**src/rtl/sq_bit_feeder_if.sv**
```systemverilog
// ---------------------------------------------------------------------------
// sq_bit_feeder_if
// Groups the two streaming sides of the SQ bit feeder:
//   byte FIFO side : rdata (show-ahead head), rempty, rinc (pop)
//   SQ bit side    : bit_req (request), fetch (transfer strobe), bit_data
// `bit` is a reserved word in SystemVerilog, so the SQ bit line is carried
// as bit_data.
// Modports:
//   master - the feeder: consumes FIFO bytes, produces bits for SQ
//   slave  - the environment: FIFO plus SQ decoder
// ---------------------------------------------------------------------------
interface sq_bit_feeder_if;
  logic [7:0] rdata;
  logic       rempty;
  logic       rinc;
  logic       bit_req;
  logic       fetch;
  logic       bit_data;

  modport master (
    input  rdata,
    input  rempty,
    output rinc,
    input  bit_req,
    output fetch,
    output bit_data
  );

  modport slave (
    output rdata,
    output rempty,
    input  rinc,
    output bit_req,
    input  fetch,
    input  bit_data
  );
endinterface

```
**src/rtl/sq_bit_feeder.sv**
```systemverilog
// ---------------------------------------------------------------------------
// sq_bit_feeder
// Byte-to-bit serializer in front of the SQ symbol decoder. Packed bytes are
// popped from a show-ahead FIFO into a two-slot buffer (cur/nxt) and handed
// to SQ one bit per cycle. Each frame carries a bit budget; bits of a byte
// left over at frame end, or on an align request, are discarded so that
// every frame and every aligned point starts on a byte boundary.
//
// Ports:
//   clk, rst_n     clock, synchronous active-low reset
//   start          begin a frame (honoured only when idle)
//   frame_bits     frame length in bits, sampled with start
//   align          drop the rest of the current byte (running only)
//   bus            sq_bit_feeder_if.master: FIFO pop side and SQ bit side
//   busy           frame in progress
//   done           one-cycle end-of-frame pulse
//   bits_left      bits remaining in the current frame
//
// Build option:
//   SQ_FEED_MSB_FIRST_EN  when defined, bits leave each byte MSB-first;
//                         otherwise LSB-first (SQ encoder order).
// ---------------------------------------------------------------------------
module sq_bit_feeder (
  input  logic                   clk,
  input  logic                   rst_n,
  input  logic                   start,
  input  logic [15:0]            frame_bits,
  input  logic                   align,
  sq_bit_feeder_if.master        bus,
  output logic                   busy,
  output logic                   done,
  output logic [15:0]            bits_left
);

  typedef enum logic [0:0] {
    ST_IDLE = 1'b0,
    ST_RUN  = 1'b1
  } state_t;

  state_t      state;
  state_t      state_nxt;

  // Two-slot byte buffer; idx is the next bit position inside cur.
  logic [7:0]  cur;
  logic [7:0]  nxt;
  logic        cur_v;
  logic        nxt_v;
  logic [2:0]  idx;

  logic [7:0]  cur_d;
  logic [7:0]  nxt_d;
  logic        cur_v_d;
  logic        nxt_v_d;
  logic [2:0]  idx_d;
  logic [15:0] bits_left_d;
  logic        busy_d;
  logic        done_d;

  logic        run;
  logic        fetch;
  logic        last_bit;
  logic        byte_end;
  logic        align_hit;
  logic        tail_drop;
  logic        cur_free;
  logic        rinc;
  logic        frame_go;
  logic        frame_nil;

  // Selects the outgoing bit of a byte at position i in the build's bit order.
  function automatic logic pick_bit(input logic [7:0] b, input logic [2:0] i);
`ifdef SQ_FEED_MSB_FIRST_EN
    pick_bit = b[3'd7 - i];
`else
    pick_bit = b[i];
`endif
  endfunction

  // Transfer qualification, byte retirement and FIFO pop decision.
  always_comb begin
    run       = (state == ST_RUN);
    fetch     = run & cur_v & bus.bit_req & (bits_left != 16'd0);
    last_bit  = fetch & (bits_left == 16'd1);
    byte_end  = fetch & (idx == 3'd7);
    // Align only matters on a partly used byte; at idx 0 nothing is dropped.
    align_hit = run & align & cur_v & (idx != 3'd0);
    // Last bit of the frame inside a byte: the byte tail is thrown away.
    tail_drop = last_bit & (idx != 3'd7);
    cur_free  = byte_end | align_hit | tail_drop;
    // Popping is allowed whenever a slot is, or becomes, free; gated by reset
    // so no byte is lost while the buffer is being cleared.
    rinc      = rst_n & ~bus.rempty & (~cur_v | ~nxt_v | cur_free);
    frame_go  = (state == ST_IDLE) & start & (frame_bits != 16'd0);
    frame_nil = (state == ST_IDLE) & start & (frame_bits == 16'd0);
  end

  // Frame FSM next state plus the registered busy/done values.
  always_comb begin
    state_nxt = state;
    done_d    = 1'b0;
    case (state)
      ST_IDLE: begin
        if (frame_go) begin
          state_nxt = ST_RUN;
        end else begin
          state_nxt = ST_IDLE;
        end
        done_d = frame_nil;
      end
      ST_RUN: begin
        if (last_bit) begin
          state_nxt = ST_IDLE;
        end else begin
          state_nxt = ST_RUN;
        end
        done_d = last_bit;
      end
      default: begin
        state_nxt = ST_IDLE;
        done_d    = 1'b0;
      end
    endcase
    busy_d = (state_nxt == ST_RUN);
  end

  // Slot refill: a freed cur takes nxt first, else the FIFO head; an empty
  // nxt behind a valid cur takes the FIFO head.
  always_comb begin
    cur_d   = cur;
    nxt_d   = nxt;
    cur_v_d = cur_v;
    nxt_v_d = nxt_v;
    if (cur_free) begin
      if (nxt_v) begin
        cur_d   = nxt;
        cur_v_d = 1'b1;
        if (rinc) begin
          nxt_d   = bus.rdata;
          nxt_v_d = 1'b1;
        end else begin
          nxt_v_d = 1'b0;
        end
      end else begin
        if (rinc) begin
          cur_d   = bus.rdata;
          cur_v_d = 1'b1;
        end else begin
          cur_v_d = 1'b0;
        end
      end
    end else if (!cur_v) begin
      if (rinc) begin
        cur_d   = bus.rdata;
        cur_v_d = 1'b1;
      end else begin
        cur_v_d = 1'b0;
      end
    end else begin
      if (!nxt_v && rinc) begin
        nxt_d   = bus.rdata;
        nxt_v_d = 1'b1;
      end else begin
        nxt_v_d = nxt_v;
      end
    end
  end

  // Bit index and frame budget; a freed byte always restarts at bit 0.
  always_comb begin
    if (cur_free) begin
      idx_d = 3'd0;
    end else if (fetch) begin
      idx_d = idx + 3'd1;
    end else begin
      idx_d = idx;
    end

    if (frame_go) begin
      bits_left_d = frame_bits;
    end else if (fetch) begin
      bits_left_d = bits_left - 16'd1;
    end else begin
      bits_left_d = bits_left;
    end
  end

  // FSM state register.
  always_ff @(posedge clk) begin
    if (!rst_n) begin
      state <= ST_IDLE;
    end else begin
      state <= state_nxt;
    end
  end

  // Byte buffer, counters and registered status outputs.
  always_ff @(posedge clk) begin
    if (!rst_n) begin
      cur       <= 8'd0;
      nxt       <= 8'd0;
      cur_v     <= 1'b0;
      nxt_v     <= 1'b0;
      idx       <= 3'd0;
      bits_left <= 16'd0;
      busy      <= 1'b0;
      done      <= 1'b0;
    end else begin
      cur       <= cur_d;
      nxt       <= nxt_d;
      cur_v     <= cur_v_d;
      nxt_v     <= nxt_v_d;
      idx       <= idx_d;
      bits_left <= bits_left_d;
      busy      <= busy_d;
      done      <= done_d;
    end
  end

  assign bus.rinc     = rinc;
  assign bus.fetch    = fetch;
  assign bus.bit_data = cur_v ? pick_bit(cur, idx) : 1'b0;

endmodule
```
**src/flat_wrapper.sv**
```systemverilog
// flat-port wrapper written by rule: the top's interface ports become plain ports
module sq_bit_feeder_flat 
  (clk, rst_n, start, frame_bits, align, busy, done, bits_left, bus_rdata, bus_rempty, bus_rinc, bus_bit_req, bus_fetch, bus_bit_data);
  sq_bit_feeder_if bus_i ();
  input  logic clk;
  input  logic rst_n;
  input  logic start;
  input  logic [15:0] frame_bits;
  input  logic align;
  output logic busy;
  output logic done;
  output logic [15:0] bits_left;
  input wire logic [$bits(bus_i.rdata)-1:0] bus_rdata;
  input wire logic [$bits(bus_i.rempty)-1:0] bus_rempty;
  output wire logic [$bits(bus_i.rinc)-1:0] bus_rinc;
  input wire logic [$bits(bus_i.bit_req)-1:0] bus_bit_req;
  output wire logic [$bits(bus_i.fetch)-1:0] bus_fetch;
  output wire logic [$bits(bus_i.bit_data)-1:0] bus_bit_data;
  assign bus_i.rdata = bus_rdata;
  assign bus_i.rempty = bus_rempty;
  assign bus_rinc = bus_i.rinc;
  assign bus_i.bit_req = bus_bit_req;
  assign bus_fetch = bus_i.fetch;
  assign bus_bit_data = bus_i.bit_data;
  sq_bit_feeder u_core (.clk(clk), .rst_n(rst_n), .start(start), .frame_bits(frame_bits), .align(align), .bus(bus_i), .busy(busy), .done(done), .bits_left(bits_left));
endmodule
```
**config.mk**
```make
export PLATFORM = sky130hd
export DESIGN_NAME = sq_bit_feeder_flat
export DESIGN_NICKNAME = d
export VERILOG_FILES = /design/src/rtl/sq_bit_feeder_if.sv /design/src/rtl/sq_bit_feeder.sv /design/src/flat_wrapper.sv
export SDC_FILE = /design/constraint.sdc
export NUM_CORES = 1
export LEC_CHECK = 0
export ABC_AREA = 1
export CAP_MARGIN = 10
export CORE_MARGIN = 2
export CORE_UTILIZATION = 40
export DETAILED_ROUTE_END_ITERATION = 10
export GPL_TIMING_DRIVEN = 0
export PLACE_DENSITY = 0.71
export SLEW_MARGIN = 20
export SYNTH_ARGS = -nofsm -noshare
export SYNTH_HDL_FRONTEND = slang
export SYNTH_SLANG_ARGS = --single-unit
export TNS_END_PERCENT = 10
```
**constraint.sdc**
```tcl
create_clock -name clk -period 2.7 [get_ports clk]
set_clock_uncertainty 0.15 [all_clocks]
set_input_delay 0.405 -clock clk [delete_from_list [all_inputs] [get_ports clk]]
set_output_delay 0.405 -clock clk [all_outputs]
set_load 0.005 [all_outputs]
```
# Yosys cells after proc, flatten, opt, wreduce, memory -nomap -nowiden
# Index checks and enable logic that the tools add are counted.
[op_classes]
add_sub_neg = 2
magnitude_cmp = 1
eq_ne = 6
n_mux = 26
bitwise = 23
reduce_logical = 12
[op_table]
columns = ["cell", "count"]
rows = [
  ["8-bit 2-to-1 mux", 9],
  ["16-bit 2-to-1 mux", 2],
  ["16-bit nonzero test", 2],
  ["16-bit by 1-bit == test with 1-bit output, second input constant", 1],
  ["16-bit zero test", 1],
  ["16-bit by 1-bit subtractor with 16-bit output, second input constant", 1],
  ["1-bit AND", 14],
  ["1-bit 2-to-1 mux", 12],
  ["2-bit nonzero test", 3],
  ["1-bit inverter", 5],
  ["3-bit by 4-bit < comparator with 1-bit output, second input constant", 1],
  ["2-bit != test, second input constant", 2],
  ["1-bit bitwise OR", 4],
  ["1-bit one-hot mux with 2 select lines", 2],
  ["4-bit AND reduction", 1],
  ["3-bit by 1-bit adder with 3-bit output, second input constant", 1],
  ["1-bit binary-select mux with 3-bit select", 1],
  ["3-bit == test, second input constant", 1],
  ["3-bit != test, second input constant", 1],
  ["3-bit nonzero test", 1],
  ["2-bit by 1-bit != test with 1-bit output, second input constant", 1],
  ["2-bit AND reduction", 1],
  ["2-bit OR reduction", 1],
  ["1-bit logical AND", 1],
  ["1-bit zero test", 1],
]
[totals]
reg_bits = 39
input_bits = 30
out_inout_bits = 21
elab_cells = 78

# Logic depth before layout (Yosys ltp)
[logic_depth]
word_depth = 12
ltp_mapped = 15
depth_no_buf = 14

# Least setup slack after synthesis
# No wires, ideal clock.
[synth_path]
path_type = "flip-flop to flip-flop"
from = "reg u_core.bits_left[0]"
to = "reg u_core.cur[7]"
t_arrival_ns = 1.683
slack_ns = 0.734
stages_incl_launch_ff = 14
path_buffers = 1
period_less_slack_ns = 1.966
path_cell_list = "dfxtp_1 inv_1 ha_1 nand2_1 nor2_2 a21oi_4 nand2_2 nand2_2 nand2_1 buf_2 o21ai_1 inv_1 nand2_1 a21oi_1"
[synth_via]
elab_chain_cells = 10
word_cells_on_any_way = 15
classes_between = "2 x eq/ne; 4 x mux; 8 x bitwise; 1 x reduce/logical"
[synth_rtl]
columns = ["item", "line", "source"]
rows = [
  ["start: declaration", "sq_bit_feeder.sv:32", "output logic [15:0] bits_left"],
  ["start signal: assignment", "sq_bit_feeder.sv:213", "bits_left <= bits_left_d;"],
  ["16-bit nonzero test", "sq_bit_feeder.sv:82", "fetch = run & cur_v & bus.bit_req & (bits_left != 16'd0);"],
  ["1-bit AND", "sq_bit_feeder.sv:82", ""],
  ["1-bit AND, on equally long branches", "sq_bit_feeder.sv:84, sq_bit_feeder.sv:83", ""],
  ["1-bit bitwise OR or 1-bit AND (tied branches)", "sq_bit_feeder.sv:89, sq_bit_feeder.sv:88", ""],
  ["1-bit bitwise OR (*)", "sq_bit_feeder.sv:89", "cur_free = byte_end | align_hit | tail_drop;"],
  ["1-bit bitwise OR", "sq_bit_feeder.sv:92", "rinc = rst_n & ~bus.rempty & (~cur_v | ~nxt_v | cur_free);"],
  ["1-bit AND", "sq_bit_feeder.sv:92", ""],
  ["8-bit 2-to-1 mux", "--", ""],
  ["8-bit 2-to-1 mux, on equally long branches", "--", ""],
  ["8-bit 2-to-1 mux", "sq_bit_feeder.sv:133", "if (cur_free) begin"],
  ["end signal: assignment", "sq_bit_feeder.sv:208", "cur <= cur_d;"],
  ["end: declaration", "sq_bit_feeder.sv:44", "logic [7:0] cur;"],
]
# Every way passes the cells marked *; elsewhere a longest branch is shown, timed or not. The select of a mux whose other input is x is not followed.
# A chain may end at the register's enable or synchronous reset.

# Final worst setup path
[layout_path]
from = "reg u_core.bits_left[0]"
to = "out bus_fetch"
[layout_via]
elab_chain_cells = 2
[layout_rtl]
columns = ["item", "line", "source"]
rows = [
  ["16-bit nonzero test", "sq_bit_feeder.sv:82", ""],
  ["1-bit AND", "sq_bit_feeder.sv:82", ""],
  ["end: declaration", "flat_wrapper.sv:17", "output wire logic [$bits(bus_i.fetch)-1:0] bus_fetch;"],
]
# Every way passes these cells.

==> flow_metrics.py <==
metrics = {
    "detailed_routing": {
        "drc_errors": 0,
        "drtPass1Iterations": 4,
        "via_per_inst": 5.06,
        "routed_wl_um": 5960,
        "vias": 2366,
        "drt_iter0_markers": 96,
        "drt.antenna.violating_nets": 0,
        "post_drt_wl_per_cell_um": 12.7,
    },
    "global_route": {
        "grtUsageMet2_pct": 33.8,
        "gr-total-overflow": 0,
        "grtUsageMet1_pct": 24.7,
        "grt_pass1_vias": 2185,
        "grt.total_usage_pct": 20.1,
        "grt_busiest_layer": "met2",
        "grt_max_degree": 13,
        "antenna_found_initial": 0,
        "gr-usage-met3_pct": 4.66,
        "grt_pass1_wl_um": 9920,
    },
    "min_path": {
        "hold_path_depth": 2,
        "worstHoldStart": "u_core.nxt[3]",
        "hold_path_class": "reg -> reg",
        "whs_endpoint": "u_core.nxt[3]",
    },
    "timing": {
        "slew_viol_final": 0,
        "hold_violations": 0,
        "finalSetupViolCount": 0,
        "maxSlewHeadroom_pct": 63.4,
        "fmax_mhz": 384,
        "worstMarginPinSlew_ps": 549,
        "period_share_pct": 96.5,
        "timing.final.ws_setup_ps": 93.5,
        "rsz0062_at_grt": "false",
        "fin_crit_ps": 2610,
        "timing.setup.tns_ps": 0,
    },
    "worst_setup_path": {
        "cp_max_fo": 10,
        "ff2ff_path_depth": 14,
        "worst-setup-path-type": "reg -> out",
        "crit_path_start_kind": "flop",
        "timing.reg2reg.setup_slack_ps": 650,
        "r2r-end": "u_core.cur[7]",
        "cp-end-kind": "output pin",
        "worstPathArrival_ps": 2050,
        "r2r-start": "u_core.bits_left[0]",
        "required_ps": 2140,
    },
    "floorplanning": {
        "io-pin-count": 51,
        "die-area_um2": 6280,
        "die_x_um": 79.3,
        "core.rowCount": 27,
        "dieHeight_um": 79.3,
        "core-area_um2": 5470,
        "start_util_pct": 41.4,
    },
    "cells_and_area": {
        "regArea_um2": 790,
        "nFillCells": 556,
        "stdcell_count": 468,
        "fin_util_pct": 55.6,
        "nNetsFinal": 431,
        "area_growth_syn_to_layout_pct": 34.2,
        "n_antenna_cell": 0,
        "final_layout_size_suffix_gt1_share_pct": 11.1,
        "multi_input_area_um2": 1330,
    },
    "clock_tree": {
        "cts.sinks": 39,
        "htreeDepth": 2,
        "tritoncts.num_buffers": 5,
        "cts_tree": "done",
        "root_buffer": "clkbuf_8",
        "clock_path_buffers": 2,
        "cts.clk_slew.worst_paths_ps": 80,
        "worstSkewPairLatency_ps": 290,
    },
    "placement": {
        "pre_cts_ws_ps": -398,
        "place.port_buffers": 50,
        "placed_cells": 456,
        "hpwl_um": 4450,
        "place_congestion": 0.855,
    },
    "synthesis": {
        "yosys-top-cells-area": "dfxtp_1, nand2_1, nand3_1",
        "synth_nets": 370,
        "synth_cell_types": 37,
        "synth-warning-count": 0,
        "synthFlopType": "dfxtp_1",
        "ys_seq_area_share_pct": 34.5,
        "ys_async_sr_fraction_pct": 0,
        "synthCells": 334,
        "yosysMostFrequentCell": "nand2_1",
        "synthTopCellsByCount": "nand2_1, dfxtp_1, nand3_1, nor2_1, inv_1",
        "yosysTopAreaCellShare_pct": 34.5,
        "ys_seq_elements": 39,
        "syn_area_per_cell_um2": 6.78,
        "yosys.area.top_type": "dfxtp_1",
        "synth_edf_count": 0,
        "netlist_area_um2": 2270,
    },
    "power": {
        "p_leak_nw": 1.29,
        "powerDensity_nw_per_um2": 489,
        "total_power_mw": 1.49,
        "ir_drop_mv": 0.235,
    },
    "job": {
        "cap_violations": 0,
    },
    "outcome": {
        "outcome": "finished clean",
    },
}
where the power goes:
group,internal [mW],switching (mW),leakage [nW]
Clock,0.299,0.214,0.0612
Combinational,0.155,0.173,0.906
Sequential,0.608,0.0372,0.321
Total,1.06,0.425,1.29
sequential cells by signal, indices dropped and copies added (netlist names):
name,flops
u_core.bits_left,16
u_core.cur,8
u_core.nxt,8
u_core.idx,3
u_core.cur_v,1
u_core.done,1
u_core.nxt_v,1
u_core.run,1
per-layer routing:
layer / vias to the layer above / wire (um)
met5: - / 0
li1: 1217 / -
met1: 1064 / 2600
met2: 72 / 2850
met4: 0 / 121
met3: 13 / 390
through the flow:
stage / area (um^2) / hold slack (ps)
6_report: 3040 / 337
5_1_grt: 3040 / 353
4_1_cts: 3010 / 340
3_5_place_dp: 2860 / 328
3_3_place_gp: 2860 / 318
2_1_floorplan: 2270 / 307
placed cells by master, fill, tap and decap left out, types with 6 or more instances in the layout:
cell type        synthesis  final
nand2_1                 86     84
clkdlybuf4s50_1          0     49
dfxtp_1                 39     36
nand3_1                 33     32
nor2_1                  31     30
inv_1                   30     28
a21oi_1                 26     26
o21ai_0                 19     19
a31oi_1                  7      7
or2_0                    7      7
ha_1                     6      6
clkbuf_8                 0      6
worst max-delay path, cell delays in order, from the launching register on:
cell,delay (ps)
dfxtp_4,380
inv_2,60
ha_1,190
nand2_1,80
nor2_2,60
a21oi_4,170
buf_2,270
clkdlybuf4s50_1,550
cell families after synthesis:
logic type	count (synthesis)	synth area share, %
compound gates	63	16.2
xor+xnor	6	2.32
fa+ha+maj	6	3.31
buf+inv	44	7.95
flops	39	34.5
simple gates	176	35.7
worst max-delay path by stage:
stage	slack, ps	depth (start not counted)	end	startpoint
after floorplan	730	13	u_core.cur[7]	u_core.bits_left[0]
after global placement	-380	6	bus_rinc	rst_n
after detailed placement	-400	6	bus_rinc	rst_n
after CTS	50	10	bus_rinc	u_core.bits_left[0]
after global routing	5	7	bus_fetch	u_core.bits_left[0]
final	90	7	bus_fetch	u_core.bits_left[0]
cell type report:
cell class	instances	share of cell area, %
clock buffers	6	2.72
repair buffers	54	17.5
inverters	33	4.20
clock inverters	2	1.15
multi-input cells	251	43.7
flip-flops and latches	39	26.0
plain buffers	11	1.81
well taps	72	2.96
timing repair:
action / in CTS / in global routing
pin swaps: 2 / 3
hold buffers: 0 / 0
endpoints found under the setup margin: 2 / 2
resized for setup: 9 / 8
buffers inserted: 2 / 2
(Power assumes the default switching activity.)
